## config.mk

```make
export PLATFORM = sky130hd
export DESIGN_NAME = ats21_cmd_frontend
export DESIGN_NICKNAME = d
export VERILOG_FILES = /design/src/rtl/ats21_pkg.sv /design/src/rtl/ats21_rr_arb.sv /design/src/rtl/ats21_cmd_frontend.sv
export SDC_FILE = /design/constraint.sdc
export NUM_CORES = 1
export LEC_CHECK = 0
export CORE_MARGIN = 2
export CORE_UTILIZATION = 45
export DETAILED_ROUTE_END_ITERATION = 8
export PLACE_DENSITY = 0.69
export SETUP_SLACK_MARGIN = 0.4
export SYNTH_ARGS = -nofsm -noshare
export SYNTH_HDL_FRONTEND = slang
export SYNTH_SLANG_ARGS = --single-unit
```

## constraint.sdc

```tcl
create_clock -name clk -period 4.2 [get_ports clk]
set_input_delay 0.63 -clock clk [delete_from_list [all_inputs] [get_ports clk]]
set_output_delay 0.63 -clock clk [all_outputs]
set_load 0.01 [all_outputs]
```

## src/rtl/ats21_pkg.sv

```systemverilog
// Shared types for the ATS21 command frontend: opcodes, FSM states,
// status codes, the 32-bit instruction layout and the permission rule.
package ats21_pkg;

  typedef enum logic [2:0] {
    OP_NOP       = 3'b000,
    OP_SET_CLOCK = 3'b001,
    OP_ADJ_CLOCK = 3'b010,
    OP_MODE      = 3'b011,
    OP_RSVD      = 3'b100,
    OP_SET_ALARM = 3'b101,
    OP_CLR_ALARM = 3'b110,
    OP_TOGGLE_AT = 3'b111
  } op_e;

  typedef enum logic [1:0] {
    ST_IDLE  = 2'b00,
    ST_WORD0 = 2'b01,
    ST_ARB   = 2'b10,
    ST_ISSUE = 2'b11
  } state_e;

  localparam logic [1:0] STAT_IDLE   = 2'b00;
  localparam logic [1:0] STAT_DONE   = 2'b01;
  localparam logic [1:0] STAT_REJECT = 2'b10;
  localparam logic [1:0] STAT_DROP   = 2'b11;

  // word1 = {op, arg}, word0 = val
  typedef struct packed {
    op_e         op;
    logic [12:0] arg;
    logic [15:0] val;
  } instr_t;

  // MODE is always allowed; everything else needs active mode plus the
  // matching per-client permission bit. The reserved opcode never passes.
  function automatic logic op_permitted(input op_e op, input logic active,
                                        input logic at_ok, input logic bc_ok);
    logic ok;
    ok = 1'b0;
    if (op == OP_MODE) begin
      ok = 1'b1;
    end else if (active) begin
      case (op)
        OP_SET_CLOCK, OP_ADJ_CLOCK:               ok = bc_ok;
        OP_SET_ALARM, OP_CLR_ALARM, OP_TOGGLE_AT: ok = at_ok;
        default:                                  ok = 1'b0;
      endcase
    end
    return ok;
  endfunction

endpackage

```

## src/rtl/ats21_rr_arb.sv

```systemverilog
// Two-requester round-robin arbiter. A lone requester wins outright; when
// both request, the registered pointer picks the winner and flips only
// when such a contended grant is consumed (advance_i).
module ats21_rr_arb (
  input  logic       clk,
  input  logic       reset_n,
  input  logic [1:0] req_i,
  input  logic       advance_i,
  output logic       gnt_o
);

  logic ptr_q;

  assign gnt_o = (req_i == 2'b11) ? ptr_q : req_i[1];

  // Pointer starts at client A and moves past the winner of each contended grant.
  always_ff @(posedge clk or negedge reset_n) begin
    if (!reset_n) begin
      ptr_q <= 1'b0;
    end else if (advance_i && (req_i == 2'b11)) begin
      ptr_q <= ~ptr_q;
    end
  end

endmodule

```

## src/rtl/ats21_cmd_frontend.sv

```systemverilog
// Two-client instruction frontend for the clock/alarm engine. Captures a
// two-word instruction from both clients, arbitrates between them, applies
// MODE locally, enforces permissions and offers other commands on cmd_*.
//
// Command handshake: cmd_valid rises with a stable payload and both stay
// unchanged until the cycle in which cmd_ready is also high; that cycle is
// the transfer. cmd_ready has no effect while cmd_valid is low.
module ats21_cmd_frontend
  import ats21_pkg::*;
(
  input  logic        clk,
  input  logic        reset_n,
  input  logic        req,
  input  logic [15:0] ctrlA,
  input  logic [15:0] ctrlB,
  output logic        ready,
  output logic [1:0]  stat,
  output logic        cmd_valid,
  input  logic        cmd_ready,
  output logic        cmd_client,
  output logic [2:0]  cmd_op,
  output logic [12:0] cmd_arg,
  output logic [15:0] cmd_val,
  output logic [1:0]  dbg_state
);

  state_e      state_q;
  instr_t      instr_q [2];
  logic [1:0]  pending_q;
  logic        active_q;
  logic [1:0]  at_perm_q;
  logic [1:0]  bc_perm_q;
  logic        cmd_valid_q;
  logic        cmd_client_q;
  logic [2:0]  cmd_op_q;
  logic [12:0] cmd_arg_q;
  logic [15:0] cmd_val_q;

  logic        gnt;
  instr_t      g_instr;
  logic        g_permitted;
  logic        g_mode;
  logic [1:0]  rem_arb;
  logic [1:0]  rem_iss;
  logic        in_arb;
  logic        handshake;

  ats21_rr_arb u_arb (
    .clk       (clk),
    .reset_n   (reset_n),
    .req_i     (pending_q),
    .advance_i (in_arb),
    .gnt_o     (gnt)
  );

  assign in_arb     = (state_q == ST_ARB);
  assign handshake  = (state_q == ST_ISSUE) && cmd_valid_q && cmd_ready;
  assign ready      = (state_q == ST_IDLE);
  assign dbg_state  = state_q;
  assign cmd_valid  = cmd_valid_q;
  assign cmd_client = cmd_client_q;
  assign cmd_op     = cmd_op_q;
  assign cmd_arg    = cmd_arg_q;
  assign cmd_val    = cmd_val_q;

  // Decode the granted instruction and the pending set left after it.
  always_comb begin
    g_instr     = instr_q[gnt];
    g_mode      = (g_instr.op == OP_MODE);
    g_permitted = op_permitted(g_instr.op, active_q, at_perm_q[gnt], bc_perm_q[gnt]);
    rem_arb     = pending_q & (gnt ? 2'b01 : 2'b10);
    rem_iss     = pending_q & (cmd_client_q ? 2'b01 : 2'b10);
  end

  // One-cycle status pulse; a dropped request outranks reject, reject outranks done.
  always_comb begin
    stat = STAT_IDLE;
    if (req && !ready) begin
      stat = STAT_DROP;
    end else if (in_arb && !g_permitted) begin
      stat = STAT_REJECT;
    end else if ((in_arb && g_mode) || handshake) begin
      stat = STAT_DONE;
    end
  end

  // Main FSM: capture, arbitrate/check, issue; owns all frontend state.
  always_ff @(posedge clk or negedge reset_n) begin
    if (!reset_n) begin
      state_q      <= ST_IDLE;
      for (int i = 0; i < 2; i++) instr_q[i] <= '0;
      pending_q    <= 2'b00;
      active_q     <= 1'b1;
      at_perm_q    <= 2'b11;
      bc_perm_q    <= 2'b11;
      cmd_valid_q  <= 1'b0;
      cmd_client_q <= 1'b0;
      cmd_op_q     <= 3'b000;
      cmd_arg_q    <= 13'h0000;
      cmd_val_q    <= 16'h0000;
    end else begin
      case (state_q)
        ST_IDLE: begin
          if (req) begin
            instr_q[0].op  <= op_e'(ctrlA[15:13]);
            instr_q[0].arg <= ctrlA[12:0];
            instr_q[1].op  <= op_e'(ctrlB[15:13]);
            instr_q[1].arg <= ctrlB[12:0];
            state_q        <= ST_WORD0;
          end
        end
        ST_WORD0: begin
          instr_q[0].val <= ctrlA;
          instr_q[1].val <= ctrlB;
          pending_q      <= {instr_q[1].op != OP_NOP, instr_q[0].op != OP_NOP};
          state_q        <= ((instr_q[0].op != OP_NOP) || (instr_q[1].op != OP_NOP))
                            ? ST_ARB : ST_IDLE;
        end
        ST_ARB: begin
          if (g_mode) begin
            active_q  <= g_instr.arg[12];
            at_perm_q <= g_instr.arg[11:10];
            bc_perm_q <= g_instr.arg[9:8];
            pending_q <= rem_arb;
            state_q   <= (rem_arb != 2'b00) ? ST_ARB : ST_IDLE;
          end else if (!g_permitted) begin
            pending_q <= rem_arb;
            state_q   <= (rem_arb != 2'b00) ? ST_ARB : ST_IDLE;
          end else begin
            cmd_valid_q  <= 1'b1;
            cmd_client_q <= gnt;
            cmd_op_q     <= g_instr.op;
            cmd_arg_q    <= g_instr.arg;
            cmd_val_q    <= g_instr.val;
            state_q      <= ST_ISSUE;
          end
        end
        ST_ISSUE: begin
          if (cmd_ready) begin
            cmd_valid_q <= 1'b0;
            pending_q   <= rem_iss;
            state_q     <= (rem_iss != 2'b00) ? ST_ARB : ST_IDLE;
          end
        end
        default: state_q <= ST_IDLE;
      endcase
    end
  end

endmodule

```

==> results.toml, run 1 <==
[clock_network]
clkTransAtPathRegs_ns = 0.10
postCtsSetupRepairBufs = 0
numCtsBuffers = 9
cts_tree = "yes"
cts_root_buffer = "clkbuf_8"
clock-sinks = 108
clk_latency_ns = 0.36
cts.repair.resized = 0
cts_hold_buf = 0
cts_buffer_depth = 2
cts_max_level = 3

[power_and_ir_drop]
switching_share_pct = 33.0
p_sw_uw = 1470
ir_drop_uv = 330
power.share.combinational_pct = 41.4
power_density_nw_per_um2 = 749
seq_power_share_pct = 41.9
clkPwrFrac_pct = 16.6
p_leak_uw = 0.00263
p_int_uw = 2970

[grt]
grt_usage_pct = 18.1
antenna_found_initial = 0
grt_util_met2_pct = 28.8
grt_use_met3_pct = 3.33
grt_pass1_wl_um = 16300
grt_pass1_vias = 3252
grt_max_degree = 66
grt_overflow = 0
top_usage_layer = "met2"
grt_use_met1_pct = 25.1

[critical_path]
setup.worst_path.end_class = "output port"
critical_path_class = "reg -> out"
critPathRequiredTime_ns = 3.57
path_max_fanout = 31
start_kind = "flop"
cp_data_arrival_time_ns = 2.78

[sta]
period_needed_ns = 3.41
setup_violations = 0
slew_viol_final = 0
hold_violations = 0
max_freq_mhz = 293
grt_setup_unrepaired = "no"
finalCritPeriodShare_pct = 81.2
slew_headroom_pct = 33.4
worst_pin_slew_ns = 0.997
fin_skew_ns = 0.0127
setup-tns-final_ns = 0

[floorplan]
die_height_um = 107
die_w_um = 107
rows = 37
io_pins = 75
initial_core_util_pct = 46.5
core_um2 = 10400
dieArea_um2 = 11500

[final_layout]
n_antenna_cell = 0
fin_area_um2 = 5930
drive_gt1_share_pct = 31.2
area_growth_pct = 23.0
final_nets = 486

[route]
drt-wirelength-per-cell_um = 16.6
drtAntennaViolNets = 0
drtPass1Iterations = 4
drt_iter0_drc = 117
wl_um = 9790
viasPerCell = 5.10
num_vias = 3012
drc = 0

[place]
place_area_um2 = 5680
port_buffers = 74
gp_congestion = 0.836
hpwl_um = 6460

[synth]
avgSynthCellArea_um2 = 12.7
yosysWarnings = 0
yosysTopAreaCell = "dfrtp_1"
synth_top_area_share_pct = 53.5
ys_ff_latch = 108
syn-num-nets = 414
netlist_top_cells_area = "dfrtp_1 (54%), mux2_2 (18%), mux2_4 (9.0%), nand2_1 (7.1%), dfstp_2 (2.7%)"
netlist_area_um2 = 4820
syn-instance-count = 378
synth_cell_types = 37
synth_seq_area_share_pct = 56.2

[flow_run]
cap_viol_max_count = 0

[hold_path]
hold_path_class = "in -> async"

[status]
status = "finished, final reports clean"
worst paths after layout:
path / start / endpoint / slack [ns] / cells after the start
setup / recovery: u_arb.ptr_q / stat[1] / 0.79 / 7
hold / removal: reset_n / cmd_val[7] / 0.34 / 1
setup reg to reg: pending_q[0] / cmd_arg[7] / 1.72 / 7
hold reg to reg: cmd_op[2] / cmd_op[2] / 0.51 / 1
max in group asynchronous: reset_n / instr_q[49] / 3.05 / 2
min in group clk: cmd_op[2] / cmd_op[2] / 0.51 / 1
layout by cell type, fill, tap and decap left out, types with 2 or more instances in the layout:
cell type | Yosys | layout
mux2_4 | 29 | 29
nand2_1 | 91 | 91
inv_1 | 4 | 4
nand3_1 | 3 | 3
inv_6 | 0 | 2
clkbuf_8 | 0 | 12
mux2i_1 | 3 | 3
dfrtp_1 | 103 | 103
o21ai_0 | 6 | 6
bufinv_16 | 0 | 2
nor2_1 | 8 | 7
and2_1 | 1 | 2
o22ai_1 | 3 | 3
mux2_2 | 76 | 76
a21oi_1 | 3 | 3
nand2b_1 | 2 | 2
a31o_2 | 2 | 2
dfstp_2 | 5 | 5
buf_4 | 0 | 8
nand3b_1 | 2 | 2
clkdlybuf4s50_1 | 0 | 73
registers in the layout (all words and copies together), names as in the netlist:
register / flops
cmd_val: 16
bc_perm_q: 2
cmd_valid: 1
at_perm_q: 2
dbg_state: 2
u_arb.ptr_q: 1
active_q: 1
instr_q: 64
pending_q: 2
cmd_client: 1
cmd_arg: 13
cmd_op: 3
cells in the mapped netlist:
| master | n |
|---|---|
| a2111oi_4 | 1 |
| a21bo_2 | 1 |
| a21oi_1 | 3 |
| a31o_2 | 2 |
| a31oi_1 | 1 |
| a31oi_2 | 1 |
| a32oi_1 | 1 |
| and2_0 | 1 |
| and2_1 | 1 |
| and3b_1 | 1 |
| buf_1 | 1 |
| buf_2 | 4 |
| buf_6 | 3 |
| clkbuf_1 | 12 |
| dfrtp_1 | 103 |
| dfstp_2 | 5 |
| inv_1 | 4 |
| mux2_2 | 76 |
| mux2_4 | 29 |
| mux2i_1 | 3 |
| nand2_1 | 91 |
| nand2b_1 | 2 |
| nand3_1 | 3 |
| nand3b_1 | 2 |
| nor2_1 | 8 |
| nor2b_1 | 1 |
| nor3_1 | 1 |
| nor4_1 | 1 |
| nor4_4 | 1 |
| o21ai_0 | 6 |
| o21bai_1 | 1 |
| o22ai_1 | 3 |
| o2bb2ai_1 | 1 |
| o31ai_1 | 1 |
| o41ai_1 | 1 |
| or3_2 | 1 |
| xnor2_1 | 1 |
critical path, cell delays in order, from the launching register on:
cell             delay [ns]
dfrtp_1                0.42
nand2b_1               0.24
and2_1                 0.20
buf_4                  0.24
a31oi_2                0.40
nor2_1                 0.07
o41ai_1                0.24
clkdlybuf4s50_1        0.59
cell families after synthesis:
logic type             count (synthesis)  share of synthesized area, %
XOR/XNOR                               1                         0.182
buffers and inverters                 24                          2.44
AO/OA/AOI/OAI                         23                          3.71
flip-flops                           108                          56.2
AND/OR/NAND/NOR                      114                          10.0
multiplexers                         108                          27.4
final cells by class:
cell class              instances  area, um2
clock buffers                  12        165
clock inverters                 4       77.6
repair buffers                 81        791
flip-flops and latches        108       2710
fillers                       896       4440
inverters                       4       15.0
well taps                     136        170
multi-input cells             246       2000
routing by layer:
metal  vias up  wire length, um
li1       1432                -
met4         0              160
met5         -                0
met3        15              448
met1      1485             4650
met2        80             4530
stage by stage:
stage               hold slack (ns)  utilization (%)  power [uW]  setup slack, ns  std cells
floorplan                     0.334                -        3080             1.89        378
global placement              0.477             54.8        3670             1.27        575
detailed placement            0.492             54.8        3730             1.19        575
CTS                           0.361             57.1        4480            0.781        591
global route                  0.401             57.1        4750            0.622        591
finish                        0.344             57.1        4440            0.791        591
power groups by stage:
stage | combinational [uW] | sequential (uW) | clock [uW]
after floorplan | 1250 | 1830 | 0
after global routing | 2020 | 1930 | 803
after detailed placement | 1860 | 1870 | 0
after CTS | 1860 | 1860 | 758
final | 1840 | 1860 | 739
after global placement | 1820 | 1850 | 0
Note: power is estimated with default switching activity, not from simulation.
==> run 2, diff against run 1 <==
- clock period: 4.2 -> 3.5 ns (I/O delays scaled with it)
==> results.toml, run 2 (synthesis results as in run 1) <==
[grt]
antenna_found_initial = 0
grt_pass1_wl_um = 16600
grt_usage_pct = 18.6
grt_pass1_vias = 3301
grt_overflow = 0
grt_max_degree = 86

[clock_network]
cts_tree = "yes"
cts_max_level = 3
cts_root_buffer = "clkbuf_8"
cts_hold_buf = 0
numCtsBuffers = 9
clock-sinks = 108
clkTransAtPathRegs_ns = 0.10
clk_latency_ns = 0.37
cts_buffer_depth = 2

[sta]
period_needed_ns = 2.89
finalCritPeriodShare_pct = 82.5
setup-tns-final_ns = 0
fin_skew_ns = 0.0113
hold_violations = 0
worst_pin_slew_ns = 1.07
max_freq_mhz = 346
grt_setup_unrepaired = "no"
slew_viol_final = 0
setup_violations = 0
slew_headroom_pct = 28.6

[critical_path]
slowest_stage = "clkdlybuf4s50_1"
cp_data_arrival_time_ns = 2.36
timing.critical_path.cells = "nand2b_1 -> nand2_1 -> mux2i_1 -> a21oi_1 -> o22ai_1 -> clkdlybuf4s50_1"
setup.worst_path.end_class = "output port"
critical_path_class = "reg -> out"
start_kind = "flop"
critPathRequiredTime_ns = 2.97
cp_num_buf_inv = 1
path_max_fanout = 4
cpLargestDelayFamily = "buffers and inverters"
max_stage_delay_ns = 0.58

[final_layout]
top_register = "instr_q"
nFillCells = 858
drive_gt1_share_pct = 31.1
layout_common_cells = "dfrtp_1 (103), nand2_1 (91), mux2_2 (76)"
n_antenna_cell = 0
final_nets = 485
final_common_cell = "dfrtp_1"
area_growth_pct = 22.9
largest_register_ffs = 64

[route]
drt_iter0_drc = 105
num_vias = 3080
drt-wirelength-per-cell_um = 16.7
wl_um = 9870
drc = 0
drtPass1Iterations = 6
viasPerCell = 5.22
drtAntennaViolNets = 0

[floorplan]
die_w_um = 107
core_um2 = 10400
die_height_um = 107
dieArea_um2 = 11500
io_pins = 75
rows = 37
initial_core_util_pct = 46.5

[place]
port_buffers = 74
gp_congestion = 0.860
hpwl_um = 6260

[power_and_ir_drop]
finalPower_uw = 5300
ir_drop_uv = 417
p_leak_uw = 0.00263
power_density_nw_per_um2 = 896

[hold_path]
hold_path_class = "in -> async"

[flow_run]
cap_viol_max_count = 0

[status]
status = "finished, final reports clean"
## run 2: per-stage QoR
| step | worst slack, ns | area (um2) | hold slack [ns] | utilization (%) | cells |
|---|---|---|---|---|---|
| floorplan | 1.30 | 4820 | 0.229 | - | 378 |
| finish | 0.612 | 5920 | 0.333 | 57.1 | 590 |
| global placement | 0.922 | 5680 | 0.480 | 54.7 | 574 |
| global route | 0.494 | 5920 | 0.419 | 57.1 | 590 |
| CTS | 0.456 | 5910 | 0.375 | 57.0 | 590 |
| detailed placement | 0.899 | 5680 | 0.495 | 54.7 | 574 |
## run 2: repair_timing
item | 4_1_cts | 5_1_grt
setup endpoints to repair | 0 | 1
setup buffers | 0 | 0
gates resized for setup | 0 | 2
## run 2: final cells by class
cell class	count	area (um2)	share of cell area (%)
Clock buffer	10	138	2.32
Clock inverter	6	96.3	1.63
Inverter	4	15.0	0.254
Multi-Input combinational cell	246	2010	33.9
Sequential cell	108	2710	45.8
Tap cell	136	170	2.87
Timing Repair Buffer	80	786	13.3
## run 2: path summary, 6_finish.rpt
path | start | end | slack [ns] | cells after the start
worst max-delay path | u_arb.ptr_q | stat[0] | 0.61 | 6
worst min-delay path | reset_n | instr_q[7] | 0.33 | 1
worst max register to register | u_arb.ptr_q | cmd_arg[12] | 1.03 | 6
worst min register to register | cmd_op[2] | cmd_op[2] | 0.52 | 1
max in group asynchronous | reset_n | cmd_val[12] | 2.38 | 2
min in group clk | cmd_op[2] | cmd_op[2] | 0.52 | 1
## run 2: routing by layer
| metal | GRT usage [%] | wire length, um | up-vias |
|---|---|---|---|
| li1 | - | - | 1429 |
| met1 | 25.6 | 4690 | 1568 |
| met2 | 29.1 | 4530 | 73 |
| met3 | 5.39 | 520 | 10 |
| met4 | 4.95 | 125 | 0 |
| met5 | 0 | 0 | - |
## run 2: power by group
part | switching (uW) | leakage, uW | internal, uW
Clock | 434 | 0.000115 | 430
Combinational | 957 | 0.00119 | 1260
Sequential | 383 | 0.00132 | 1840
Total | 1770 | 0.00263 | 3530
